--- config.mk ---
export PLATFORM = sky130hd
export DESIGN_NAME = gate_truth_table_sequencer
export DESIGN_NICKNAME = d
export VERILOG_FILES = /design/src/rtl/gate_tb_pkg.sv /design/src/rtl/gate_expect.sv /design/src/rtl/gate_truth_table_sequencer.sv
export SDC_FILE = /design/constraint.sdc
export NUM_CORES = 1
export LEC_CHECK = 0
export CAP_MARGIN = 25
export CORE_MARGIN = 5
export CORE_UTILIZATION = 39
export DETAILED_ROUTE_END_ITERATION = 10
export PLACE_DENSITY = 0.62
export SLEW_MARGIN = 20
export SYNTH_ARGS = -nofsm -noshare
export SYNTH_HDL_FRONTEND = slang
export SYNTH_SLANG_ARGS = --single-unit
--- constraint.sdc ---
create_clock -name clk -period 2.9 [get_ports clk]
set_input_delay 0.29 -clock clk [delete_from_list [all_inputs] [get_ports clk]]
set_output_delay 0.29 -clock clk [all_outputs]
set_load 0.1 [all_outputs]
--- src/rtl/gate_tb_pkg.sv ---
// -----------------------------------------------------------------------------
// Package : gate_tb_pkg
// Purpose : Shared definitions for the gate-block truth-table sequencer and
//           checker blocks: FSM state encoding, vector count and the bit
//           layout of the 7-bit gate-output vector.
// Revision: 1.0 - initial release
// -----------------------------------------------------------------------------
`default_nettype none

package gate_tb_pkg;

    // FSM state encoding
    localparam logic [1:0] ST_IDLE  = 2'd0;
    localparam logic [1:0] ST_DRIVE = 2'd1;
    localparam logic [1:0] ST_DONE  = 2'd2;

    typedef enum logic [1:0] {
        S_IDLE  = ST_IDLE,
        S_DRIVE = ST_DRIVE,
        S_DONE  = ST_DONE
    } state_t;

    // Number of {a,b} input combinations walked per run
    localparam int NUM_VEC = 4;

    // Gate-output vector: {and, nand, or, nor, not, xor, xnor}, MSB first
    localparam int GV_W     = 7;
    localparam int BIT_AND  = 6;
    localparam int BIT_NAND = 5;
    localparam int BIT_OR   = 4;
    localparam int BIT_NOR  = 3;
    localparam int BIT_NOT  = 2;
    localparam int BIT_XOR  = 1;
    localparam int BIT_XNOR = 0;

endpackage

`default_nettype wire

--- src/rtl/gate_expect.sv ---
// -----------------------------------------------------------------------------
// Module  : gate_expect
// Purpose : Combinational reference for the gate block. Produces the expected
//           7-bit gate-output vector for a given {a,b}.
// Ports   : i_a, i_b - stimulus bits
//           o_exp    - expected {and,nand,or,nor,not,xor,xnor}
// Revision: 1.0 - initial release
// -----------------------------------------------------------------------------
`default_nettype none

module gate_expect
    import gate_tb_pkg::*;
(
    input  logic            i_a,
    input  logic            i_b,
    output logic [GV_W-1:0] o_exp
);

    always_comb begin
        o_exp           = '0;
        o_exp[BIT_AND]  = i_a & i_b;
        o_exp[BIT_NAND] = ~(i_a & i_b);
        o_exp[BIT_OR]   = i_a | i_b;
        o_exp[BIT_NOR]  = ~(i_a | i_b);
        o_exp[BIT_NOT]  = ~i_a;
        o_exp[BIT_XOR]  = i_a ^ i_b;
        o_exp[BIT_XNOR] = ~(i_a ^ i_b);
    end

endmodule

`default_nettype wire

--- src/rtl/gate_truth_table_sequencer.sv ---
// -----------------------------------------------------------------------------
// Module  : gate_truth_table_sequencer
// Purpose : Self-test driver/checker for a 7-output logic gate block. On start
//           it walks {a,b} through 00,01,10,11, holding each vector
//           HOLD_CYCLES clocks, and checks all gate outputs in the last hold
//           cycle of each vector.
// Ports   : clk, rst_n            - clock, async active-low reset
//           start                 - one-cycle run request (ignored while busy)
//           a, b                  - registered stimulus to the gate block
//           yand..yxnor           - gate block outputs under test
//           busy                  - run in progress
//           done                  - run finished, results valid
//           pass                  - no vector failed in the last run
//           err_count             - number of failing vectors
//           fail_mask             - bit i set when vector {a,b}=i failed
// Revision: 1.0 - initial release
// -----------------------------------------------------------------------------
`default_nettype none

module gate_truth_table_sequencer
    import gate_tb_pkg::*;
#(
    parameter int HOLD_CYCLES = 10,
    parameter int ERR_W       = 3
) (
    input  logic             clk,
    input  logic             rst_n,
    input  logic             start,
    output logic             a,
    output logic             b,
    input  logic             yand,
    input  logic             ynand,
    input  logic             yor,
    input  logic             ynor,
    input  logic             ynot,
    input  logic             yxor,
    input  logic             yxnor,
    output logic             busy,
    output logic             done,
    output logic             pass,
    output logic [ERR_W-1:0] err_count,
    output logic [3:0]       fail_mask
);

    localparam int            HC_W      = (HOLD_CYCLES > 1) ? $clog2(HOLD_CYCLES) : 1;
    localparam logic [HC_W-1:0] HOLD_LAST = HC_W'(HOLD_CYCLES - 1);
    localparam logic [1:0]    LAST_VEC  = 2'(NUM_VEC - 1);

    state_t            r_state;
    logic [HC_W-1:0]   r_hold_cnt;
    logic [1:0]        r_vec_idx;
    logic              r_a;
    logic              r_b;
    logic              r_busy;
    logic              r_done;
    logic              r_pass;
    logic [ERR_W-1:0]  r_err_count;
    logic [3:0]        r_fail_mask;

    logic [GV_W-1:0]   w_exp;
    logic [GV_W-1:0]   w_obs;
    logic              w_all_match;
    logic              w_vec_fail;
    logic [3:0]        w_fail_mask_next;
    logic              w_last_hold;
    logic              w_last_vec;

    gate_expect u_expect (
        .i_a   (r_a),
        .i_b   (r_b),
        .o_exp (w_exp)
    );

    always_comb begin
        w_obs           = '0;
        w_obs[BIT_AND]  = yand;
        w_obs[BIT_NAND] = ynand;
        w_obs[BIT_OR]   = yor;
        w_obs[BIT_NOR]  = ynor;
        w_obs[BIT_NOT]  = ynot;
        w_obs[BIT_XOR]  = yxor;
        w_obs[BIT_XNOR] = yxnor;
    end

    assign w_all_match = ~|(w_obs ^ w_exp);

    // Failure is the default and only a definite match clears it, so an
    // unknown value on any gate output is treated as a mismatch.
    always_comb begin
        w_vec_fail = 1'b1;
        if (w_all_match) begin
            w_vec_fail = 1'b0;
        end
    end

    assign w_fail_mask_next = r_fail_mask | (4'(w_vec_fail) << r_vec_idx);
    assign w_last_hold      = (r_hold_cnt == HOLD_LAST);
    assign w_last_vec       = (r_vec_idx == LAST_VEC);

    always_ff @(posedge clk or negedge rst_n) begin
        if (!rst_n) begin
            r_state     <= S_IDLE;
            r_hold_cnt  <= '0;
            r_vec_idx   <= '0;
            r_a         <= 1'b0;
            r_b         <= 1'b0;
            r_busy      <= 1'b0;
            r_done      <= 1'b0;
            r_pass      <= 1'b0;
            r_err_count <= '0;
            r_fail_mask <= '0;
        end else begin
            case (r_state)
                S_IDLE, S_DONE: begin
                    if (start) begin
                        r_state     <= S_DRIVE;
                        r_hold_cnt  <= '0;
                        r_vec_idx   <= '0;
                        r_a         <= 1'b0;
                        r_b         <= 1'b0;
                        r_busy      <= 1'b1;
                        r_done      <= 1'b0;
                        r_pass      <= 1'b0;
                        r_err_count <= '0;
                        r_fail_mask <= '0;
                    end
                end
                S_DRIVE: begin
                    if (w_last_hold) begin
                        r_fail_mask <= w_fail_mask_next;
                        r_err_count <= r_err_count + ERR_W'(w_vec_fail);
                        if (!w_last_vec) begin
                            r_vec_idx    <= r_vec_idx + 2'd1;
                            {r_a, r_b}   <= r_vec_idx + 2'd1;
                            r_hold_cnt   <= '0;
                        end else begin
                            // Pass must include the verdict of the final vector,
                            // which is only being folded into the mask this cycle.
                            r_state <= S_DONE;
                            r_busy  <= 1'b0;
                            r_done  <= 1'b1;
                            r_pass  <= (w_fail_mask_next == 4'd0);
                        end
                    end else begin
                        r_hold_cnt <= r_hold_cnt + HC_W'(1);
                    end
                end
                default: begin
                    r_state <= S_IDLE;
                end
            endcase
        end
    end

    assign a         = r_a;
    assign b         = r_b;
    assign busy      = r_busy;
    assign done      = r_done;
    assign pass      = r_pass;
    assign err_count = r_err_count;
    assign fail_mask = r_fail_mask;

endmodule

`default_nettype wire

==> results of run 1 <==
==> cells in the mapped netlist, drive strengths merged, types with 2 or more instances <==
| master | instances | area (µm²) |
|---|---|---|
| dfrtp | 18 | 450 |
| nand2 | 14 | 52.6 |
| o21ai | 7 | 35.0 |
| ha | 6 | 75.1 |
| nand2b | 6 | 37.5 |
| nor2 | 6 | 25.0 |
| nand3 | 4 | 20.0 |
| a32o | 3 | 30.0 |
| buf | 3 | 15.0 |
| inv | 3 | 11.3 |
| nand3b | 2 | 27.5 |
| nor2b | 2 | 12.5 |
| o22ai | 2 | 18.8 |
| xor2 | 2 | 17.5 |
==> flip-flops by register name (all words and copies together) (netlist names) <==
register / flops
busy: 1
done: 1
err_count: 3
fail_mask: 4
pass: 1
r_hold_cnt: 4
r_state: 2
r_vec_idx: 2
==> kinds of logic (layout without fill, tap and decap cells) <==
kind of cell / Yosys count / after routing
AND/OR/NAND/NOR: 41 / 41
AO/OA/AOI/OAI: 23 / 23
flip-flops: 18 / 18
adder cells (fa/ha/maj): 6 / 6
buffers and inverters: 6 / 28
XOR/XNOR: 2 / 2
multiplexers: 1 / 1
==> cell type report <==
cell class / count / area [µm²] / share of cell area, %
Clock buffer: 4 / 36.3 / 2.94
Multi-Input combinational cell: 73 / 517 / 41.9
Timing Repair Buffer: 21 / 180 / 14.6
Inverter: 3 / 11.3 / 0.914
Sequential cell: 18 / 450 / 36.5
Tap cell: 30 / 37.5 / 3.05
==> metal layers <==
metal	up-vias	GRT usage, %	part of all wire (%)
li1	403	-	-
met1	379	15.8	47
met2	20	21.3	44
met3	4	3.40	7.0
met4	0	4.64	1.4
met5	-	0	0
==> critical path, delay by kind of cell (launching register included) <==
family | cells | cell delay, ps
xor+xnor | 1 | 140
compound gates | 2 | 360
flops | 1 | 480
buf+inv | 1 | 110
fa+ha+maj | 3 | 760
simple gates | 3 | 200
==> worst max-delay path by stage <==
stage | from | to | slack, ps
floorplan | r_vec_idx[1]$_DFFE_PN0P_ | err_count[2]$_DFFE_PN0P_ | 190
global placement | r_vec_idx[1]$_DFFE_PN0P_ | err_count[2]$_DFFE_PN0P_ | 780
detailed placement | r_vec_idx[1]$_DFFE_PN0P_ | err_count[2]$_DFFE_PN0P_ | 730
CTS | r_vec_idx[1]$_DFFE_PN0P_ | err_count[2]$_DFFE_PN0P_ | 710
global route | r_vec_idx[0]$_DFFE_PN0P_ | err_count[2]$_DFFE_PN0P_ | 530
finish | r_vec_idx[1]$_DFFE_PN0P_ | err_count[2]$_DFFE_PN0P_ | 710
==> placed cells by master, fill, tap and decap left out, drive strengths merged, types with 2 or more instances in the layout <==
cell type	netlist	routed
inv	3	3
nand2	14	14
dfrtp	18	18
buf	3	12
nand3b	2	2
ha	6	6
nand2b	6	6
a32o	3	3
nor2b	2	2
xor2	2	2
o22ai	2	2
nand3	4	4
o21ai	7	7
clkdlybuf4s50	0	9
clkbuf	0	4
nor2	6	6
==> power groups by stage <==
stage | Combinational (µW) | Sequential (µW) | Clock (µW)
after global placement | 863 | 441 | 0
after CTS | 867 | 440 | 159
after global routing | 922 | 455 | 176
final | 861 | 441 | 155
after detailed placement | 866 | 445 | 0
after floorplan | 327 | 797 | 0
==> through the flow <==
stage | util, % | cells | setup slack [ps] | instance area (µm²) | hold slack, ps
2_1_floorplan | - | 97 | 188 | 993 | -5.59
3_3_place_gp | 48.7 | 145 | 781 | 1200 | 467
3_5_place_dp | 48.7 | 145 | 733 | 1200 | 476
4_1_cts | 50.2 | 149 | 705 | 1230 | 485
5_1_grt | 50.2 | 149 | 530 | 1230 | 518
6_report | 50.2 | 149 | 706 | 1230 | 458
==> Implementation_results.wiki, run 1 <==
{| class="wikitable"
! Metric !! Value
|-
| Outcome || finished, final reports clean
|-
| Share of layout cells above drive strength 1 || 16.8%
|-
| I/O Pins || 22
|-
| Critical R2R Launch || r_vec_idx[1]$_DFFE_PN0P_
|-
| Internal power || 668 µW
|-
| Most frequently used flop master after synthesis || dfrtp_1
|-
| Most repeated library cell on the critical path || ha_1
|-
| Final Routed Wirelength || 2.14 mm
|-
| Synth Area in Compound Gates || 18.3%
|-
| Max transition margin || 45.7%
|-
| CTS tree || yes
|-
| Category of the most critical setup path || reg -> reg
|-
| Number of warning messages in the yosys log || 0
|-
| Relative contribution of the clock network to total power || 10.6%
|-
| Clock transition time at the flip-flop clock pins of the worst setup and hold paths || 110 ps
|-
| Register-to-Register Path Depth || 10
|-
| Clock latency of the later-clocked register in the worst-skew pair || 290 ps
|-
| Sw Ratio || 54.2%
|-
| Hold/Removal Path Class || in -> async
|-
| Post-synthesis mux area share || 1.01%
|-
| Root cell of the clock tree || clkbuf_4
|-
| Vias in the first global route || 823
|-
| Setup repair after global routing missed its margin || no
|-
| Avg Cell Area, Syn || 10.2 µm²
|-
| Syn Nets || 113
|-
| Startpoint Class || flip-flop
|-
| Clk sinks || 18
|-
| Power density over the cells || 1180 nW/µm²
|-
| Port Buffer Count || 21
|-
| Sequential-to-total area share from yosys stat || 45.3%
|-
| Number of DRC markers after the initial detailed-route iteration || 27
|-
| Number of levels in the clock H-tree || 1
|-
| First-pass GRT wire length || 3.55 mm
|-
| Reg2Reg Capture Point || err_count[2]$_DFFE_PN0P_
|-
| Number of nets at the end of the flow || 136
|-
| Post-CTS setup-driven buffer insertion count || 0
|-
| Final weighted congestion of routability-driven global placement || 0.772
|-
| DRC viols || 0
|-
| Critical path cell sequence || inv_1 > ha_1 > nand2_1 > o22ai_2 > o2111ai_2 > ha_1 > ha_1 > nand3_1 > xor2_1 > nor2_1
|-
| Number of instances resized during post-cts repair || 0
|-
| Largest driver fanout on the critical path || 8
|-
| Antenna violations before repair || 0
|-
| First-pass DRT Iterations || 4
|-
| Effective utilization at floorplan || 40.5%
|-
| Overflow left after global routing || 0
|-
| Maximum frequency from static timing analysis || 0.456 GHz
|-
| Routed wire per std cell || 14.4 µm
|-
| XOR/XNOR Fraction of Synth Area || 1.76%
|-
| Netlist Area Pre-Place || 993 µm²
|-
| Diode insertion count for antenna repair || 0
|-
| Post-synth ARST share || 100%
|-
| Net Switching || 790 µW
|-
| Part of the total power dissipated in sequential elements || 30.3%
|-
| Overall global routing resource usage || 12.7%
|-
| Maximum buffer depth of the clock tree || 2
|-
| Post-layout total power || 1460 µW
|-
| Fraction of the mapped netlist area in simple logic gates || 23.4%
|-
| Data arrival, critical path || 2360 ps
|-
| Combinational share of power || 59.1%
|-
| Routed via count divided by cell count || 5.41
|-
| Type of destination of the critical path || flip-flop
|-
| Main combinational cell family by area after synthesis || simple AND/OR/NAND/NOR gates
|-
| Maximum VDD drop || 0.000655 V
|-
| Count of hold buffers inserted by post-cts repair || 0
|-
| Leakage power summed over all cells || 0.000579 µW
|-
| Row count || 18
|-
| Total of max-cap violations || 0
|-
| Total number of vias || 806
|-
| Worst Tran Pin Value || 812 ps
|-
| Die outline height || 60.5 µm
|-
| Min cycle time layout || 2190 ps
|-
| Worst path max stage delay || 480 ps
|-
| Skew final || 5.90 ps
|-
| Layout overhead on the synthesized area || 24.1%
|-
| Overall die area || 3660 µm²
|-
| Post-DP HPWL || 1.57 mm
|-
| Required time worst endpoint || 3070 ps
|-
| Largest net degree at the start of global routing || 19
|-
| Crit-path slowest cell || dfrtp_1
|-
| Post-route setup TNS || 0 ps
|-
| Post-synthesis adder-cell area fraction || 7.56%
|-
| Number of enable flip-flop cells after synthesis || 0
|-
| Post-synthesis instance total || 97
|-
| Post-synthesis sequential element count || 18
|-
| Overall die width || 60.5 µm
|-
| Number of filler cells placed in the layout || 230
|-
| Unique cell type count in the Yosys netlist || 37
|-
| Total setup violations reported at the end of the flow || 0
|-
| Remaining antenna violation count || 0
|-
| Share of the clock period used by the worst path after layout || 75.6%
|-
| Final number of max-transition violations || 0
|-
| Placeable core region || 2450 µm²
|-
| Setup slack, reg-to-reg || 710 ps
|-
| Num CTS Buffers || 3
|-
| Number of failing hold endpoints at the final stage || 0
|}
No activity file was read; power rests on OpenSTA's default activity.
==> run 2, diff against run 1 <==
==> constraint.sdc (replaced) <==
create_clock -name clk -period 2.1 [get_ports clk]
set_input_delay 0.21 -clock clk [delete_from_list [all_inputs] [get_ports clk]]
set_output_delay 0.21 -clock clk [all_outputs]
set_load 0.1 [all_outputs]
==> run 2 against run 1 <==
Net effect: sequential power is 47% higher; register-to-register slack worse by 580 ps; cell count is 2.0% higher; sequential cell count stayed put; global-route usage is 1.6 points higher.
==> Implementation_results.wiki, run 2 (same netlist as run 1, synthesis figures left out) <==
{| class="wikitable"
! Metric !! Value
|-
| Port Buffer Count || 21
|-
| Count of hold buffers inserted by post-cts repair || 0
|-
| Post-DP HPWL || 1.74 mm
|-
| Max transition margin || 67.0%
|-
| Die outline height || 60.5 µm
|-
| Most frequent cells in the layout || dfrtp_1 (16), buf_4 (15), nand2_1 (14), clkdlybuf4s50_1 (9), nand2b_1 (6)
|-
| Root cell of the clock tree || clkbuf_4
|-
| Clock transition time at the flip-flop clock pins of the worst setup and hold paths || 110 ps
|-
| First-pass GRT wire length || 3.93 mm
|-
| Post-Route Utilization || 52.8%
|-
| Category of the most critical setup path || reg -> reg
|-
| Clock latency of the later-clocked register in the worst-skew pair || 290 ps
|-
| Overflow left after global routing || 0
|-
| Relative contribution of the clock network to total power || 10.2%
|-
| Worst Tran Pin Value || 494 ps
|-
| Final weighted congestion of routability-driven global placement || 0.737
|-
| Routed via count divided by cell count || 5.38
|-
| Outcome || finished, final reports clean
|-
| Row count || 18
|-
| First-pass DRT Iterations || 3
|-
| Multi-input gate area || 544 µm²
|-
| Diode insertion count for antenna repair || 0
|-
| Seq. cell area || 458 µm²
|-
| Skew final || 2.66 ps
|-
| Total number of vias || 817
|-
| Startpoint Class || flip-flop
|-
| Min cycle time layout || 1980 ps
|-
| Total of max-cap violations || 0
|-
| Instance area at placement || 1260 µm²
|-
| Final design instance area without fill || 1290 µm²
|-
| Clk sinks || 18
|-
| I/O Pins || 22
|-
| Setup repair after global routing missed its margin || no
|-
| DRC viols || 0
|-
| Number of levels in the clock H-tree || 1
|-
| Final Routed Wirelength || 2.32 mm
|-
| Number of DRC markers after the initial detailed-route iteration || 30
|-
| Vias in the first global route || 865
|-
| Final number of max-transition violations || 0
|-
| Overall global routing resource usage || 14.3%
|-
| Share of layout cells above drive strength 1 || 24.6%
|-
| CTS tree || yes
|-
| Share of the clock period used by the worst path after layout || 94.1%
|-
| Hold/Removal Path Class || in -> async
|-
| Sw Ratio || 53.6%
|-
| Largest net degree at the start of global routing || 19
|-
| Largest driver fanout on the critical path || 8
|-
| Net Switching || 1140 µW
|-
| Number of failing hold endpoints at the final stage || 0
|-
| Number of instances resized during post-cts repair || 0
|-
| Maximum buffer depth of the clock tree || 2
|-
| Data arrival, critical path || 2160 ps
|-
| Leakage power summed over all cells || 0.000589 µW
|-
| Required time worst endpoint || 2280 ps
|-
| Post-CTS setup-driven buffer insertion count || 0
|-
| Register-to-Register Path Depth || 10
|-
| Total setup violations reported at the end of the flow || 0
|-
| Overall die area || 3660 µm²
|-
| Effective utilization at floorplan || 40.5%
|-
| Type of destination of the critical path || flip-flop
|-
| Num CTS Buffers || 3
|-
| Routed wire per std cell || 15.3 µm
|-
| Remaining antenna violation count || 0
|-
| Power density over the cells || 1640 nW/µm²
|-
| Layout overhead on the synthesized area || 30.4%
|-
| Number of nets at the end of the flow || 139
|-
| Combinational share of power || 59.2%
|-
| Most frequent standard cell in the layout excluding fill and tap cells || dfrtp_1
|-
| Placeable core region || 2450 µm²
|-
| Part of the total power dissipated in sequential elements || 30.6%
|-
| Maximum VDD drop || 0.00106 V
|-
| Number of filler cells placed in the layout || 234
|-
| Overall die width || 60.5 µm
|-
| Maximum frequency from static timing analysis || 0.506 GHz
|-
| Post-route setup TNS || 0 ps
|-
| Antenna violations before repair || 0
|-
| Internal power || 983 µW
|}
## run 2: cell count changes in the layout (fill, tap and decap cells not counted)
cell / before / now
ha_2: 0 / 1
inv_4: 0 / 2
inv_1: 3 / 1
buf_4: 12 / 15
dfrtp_4: 0 / 2
dfrtp_1: 18 / 16
ha_4: 0 / 2
ha_1: 6 / 3
## run 2: power by group through the flow
stage	registers, µW	clock network [µW]	logic [µW]
finish	649	216	1250
global route	678	238	1350
CTS	649	225	1260
detailed placement	657	0	1260
global placement	649	0	1240
floorplan	1140	0	480
## run 2: worst paths after layout
kind / startpoint / endpoint / slack (ps)
worst max-delay path: r_vec_idx[1]$_DFFE_PN0P_ / err_count[2]$_DFFE_PN0P_ / 120
worst min-delay path: rst_n / r_hold_cnt[0]$_DFFE_PN0P_ / 230
worst max register to register: r_vec_idx[1]$_DFFE_PN0P_ / err_count[2]$_DFFE_PN0P_ / 120
worst min register to register: done$_DFFE_PN0P_ / done$_DFFE_PN0P_ / 510
max in group asynchronous: rst_n / r_vec_idx[1]$_DFFE_PN0P_ / 1640
min in group clk: done$_DFFE_PN0P_ / done$_DFFE_PN0P_ / 510
## run 2: metrics by stage
stage | instances | hold WS (ps) | total power, µW | setup slack, ps
global placement | 148 | 468 | 1890 | 180
global route | 152 | 257 | 2270 | 16.3
CTS | 152 | 239 | 2140 | 96.1
detailed placement | 148 | 483 | 1920 | 122
finish | 152 | 232 | 2120 | 123
floorplan | 97 | -85.6 | 1620 | -15.9
## run 2: final cells by class
type                    instances  area share (%)
flip-flops and latches         18            35.4
clock buffers                   4            2.80
multi-input cells              73            42.0
repair buffers                 24            15.7
well taps                      30            2.90
inverters                       3            1.26
## run 2: per-layer routing
layer  global-route usage, %  share of wire (%)
met3                    2.55                5.9
met2                    22.5                 47
met5                       0                  0
met1                    19.8                 47
met4                    5.26               0.52
## run 2: critical path, stage by stage, from the launching register on
cell	delay, ps
dfrtp_4	510
inv_4	60
ha_4	270
nand2_1	50
o22ai_2	150
o2111ai_2	150
ha_2	210
ha_1	180
nand3_1	80
xor2_1	150
nor2_1	60
==> run 3, diff against run 2 <==
--- a/config.mk
+++ b/config.mk
@@ -6,10 +6,11 @@
 export NUM_CORES = 1
 export LEC_CHECK = 0
 export CAP_MARGIN = 25
+export CORE_ASPECT_RATIO = 2
 export CORE_MARGIN = 5
-export CORE_UTILIZATION = 39
+export CORE_UTILIZATION = 30
 export DETAILED_ROUTE_END_ITERATION = 10
-export PLACE_DENSITY = 0.62
+export PLACE_DENSITY = 0.5
 export SLEW_MARGIN = 20
 export SYNTH_ARGS = -nofsm -noshare
 export SYNTH_HDL_FRONTEND = slang
==> run 3 against run 2 <==
Net effect: register-to-register slack improved by 30 ps; setup slack improved by 33 ps; total power rose by 4.0%; sequential share of layout area fell by 1.1 points; critical path type unchanged; largest power group unchanged; highest routed layer unchanged.
==> Implementation_results.wiki, run 3 (same netlist as run 1, synthesis figures left out) <==
{| class="wikitable"
! Metric !! Value
|-
| Diode insertion count for antenna repair || 0
|-
| Final design instance area without fill || 1340 µm²
|-
| Post-DP HPWL || 2.02 mm
|-
| Skew final || 2.25 ps
|-
| Final weighted congestion of routability-driven global placement || 0.726
|-
| Instance area at placement || 1270 µm²
|-
| Required time worst endpoint || 2230 ps
|-
| Antenna violations before repair || 0
|-
| Total number of vias || 853
|-
| Hold/Removal Path Class || in -> async
|-
| Layout overhead on the synthesized area || 34.6%
|-
| Type of destination of the critical path || flip-flop
|-
| Routed wire per std cell || 16.1 µm
|-
| Worst Tran Pin Value || 665 ps
|-
| Total setup violations reported at the end of the flow || 0
|-
| Largest driver fanout on the critical path || 7
|-
| Effective utilization at floorplan || 31.1%
|-
| Remaining antenna violation count || 0
|-
| Power density over the cells || 1650 nW/µm²
|-
| Startpoint Class || flip-flop
|-
| Non-filler instance count after layout || 156
|-
| I/O Pins || 22
|-
| Min cycle time layout || 1940 ps
|-
| Number of nets at the end of the flow || 142
|-
| Leakage power summed over all cells || 0.000610 µW
|-
| Overall die area || 4630 µm²
|-
| Number of levels in the clock H-tree || 1
|-
| Clk sinks || 18
|-
| Number of failing hold endpoints at the final stage || 0
|-
| Clock latency of the later-clocked register in the worst-skew pair || 250 ps
|-
| First-pass DRT Iterations || 4
|-
| Maximum buffer depth of the clock tree || 2
|-
| Outcome || finished, final reports clean
|-
| Number of DRC markers after the initial detailed-route iteration || 4
|-
| Routed via count divided by cell count || 5.47
|-
| Share of layout cells above drive strength 1 || 26.4%
|-
| Most frequent cells in the layout || buf_4 (18), dfrtp_1 (16), nand2_1 (14), clkdlybuf4s50_1 (9), nand2b_1 (6)
|-
| Largest net degree at the start of global routing || 16
|-
| Placeable core region || 3190 µm²
|-
| Clock transition time at the flip-flop clock pins of the worst setup and hold paths || 70 ps
|-
| Total of max-cap violations || 0
|-
| CTS tree || yes
|-
| First-pass GRT wire length || 4.13 mm
|-
| Maximum VDD drop || 0.000700 V
|-
| Port Buffer Count || 21
|-
| Share of the clock period used by the worst path after layout || 92.6%
|-
| Final Routed Wirelength || 2.51 mm
|-
| Overall die width || 50.7 µm
|-
| Dpl cells || 151
|-
| Vias in the first global route || 898
|-
| Num CTS Buffers || 3
|-
| Most frequent standard cell in the layout excluding fill and tap cells || buf_4
|-
| Root cell of the clock tree || clkbuf_8
|-
| Row count || 29
|-
| Overall global routing resource usage || 11.5%
|-
| Final number of max-transition violations || 0
|-
| Maximum frequency from static timing analysis || 0.515 GHz
|-
| Die outline height || 91.4 µm
|-
| Data arrival, critical path || 2080 ps
|-
| Setup repair after global routing missed its margin || no
|-
| Category of the most critical setup path || reg -> reg
|-
| Overflow left after global routing || 0
|-
| Worst Hold Slack || 360 ps
|-
| DRC viols || 0
|-
| Max transition margin || 55.5%
|}
==> run 3: cell types whose count changed in the layout (fill, tap and decap cells not counted), sizes merged <==
| cell | before | now |
|---|---|---|
| buf | 15 | 18 |
==> run 3: layout make-up <==
type                    count  area (µm²)
inverters                   3        16.3
fillers                   318        1860
multi-input cells          73         544
clock buffers               4        55.1
well taps                  31        38.8
repair buffers             27         225
flip-flops and latches     18         458
==> run 3: metal layers <==
metal	routed length [µm]	global-route usage, %	part of all wire [%]
met5	0	0	0
met4	92	6.61	3.7
met3	144	3.11	5.7
met2	1400	20.4	56
met1	871	11.4	35
==> run 3: report_power, final <==
| group | switching, µW | internal (µW) |
|---|---|---|
| Clock | 119 | 167 |
| Sequential | 162 | 481 |
| Combinational | 866 | 409 |
==> run 3: worst paths after layout <==
check                                         start                        to  slack [ps]  cells past startpoint
hold reg to reg                    done$_DFFE_PN0P_          done$_DFFE_PN0P_         500                      2
min in group clk                   done$_DFFE_PN0P_          done$_DFFE_PN0P_         500                      2
setup reg to reg           r_vec_idx[1]$_DFFE_PN0P_  err_count[2]$_DFFE_PN0P_         160                     10
hold / removal                                rst_n          done$_DFFE_PN0P_         360                      1
max in group asynchronous                     rst_n  fail_mask[0]$_DFFE_PN0P_        1230                      2
setup / recovery           r_vec_idx[1]$_DFFE_PN0P_  err_count[2]$_DFFE_PN0P_         160                     10
==> run 3: repair_timing <==
action | CTS | global route
buffers inserted | 0 | 1
resized for setup | 0 | 0
hold buffers | 0 | 0
endpoints found under the setup margin | 0 | 1
==> run 3: through the flow <==
step                setup slack [ps]  power (µW)  setup TNS (ps)  util (%)
CTS                              120        2220               0      41.7
floorplan                      -15.9        1620           -15.9         -
global placement                 192        1930               0      39.9
global route                    2.50        2330               0      41.9
detailed placement               144        1930               0      39.9
finish                           156        2200               0      41.9
==> run 3: critical path: stages, from the launching register on <==
cell       delay [ps]
dfrtp_4           480
inv_4              60
ha_4              270
nand2_1            50
o22ai_2           140
o2111ai_2         150
ha_2              210
ha_1              180
nand3_1            80
xor2_1            140
nor2_1             50
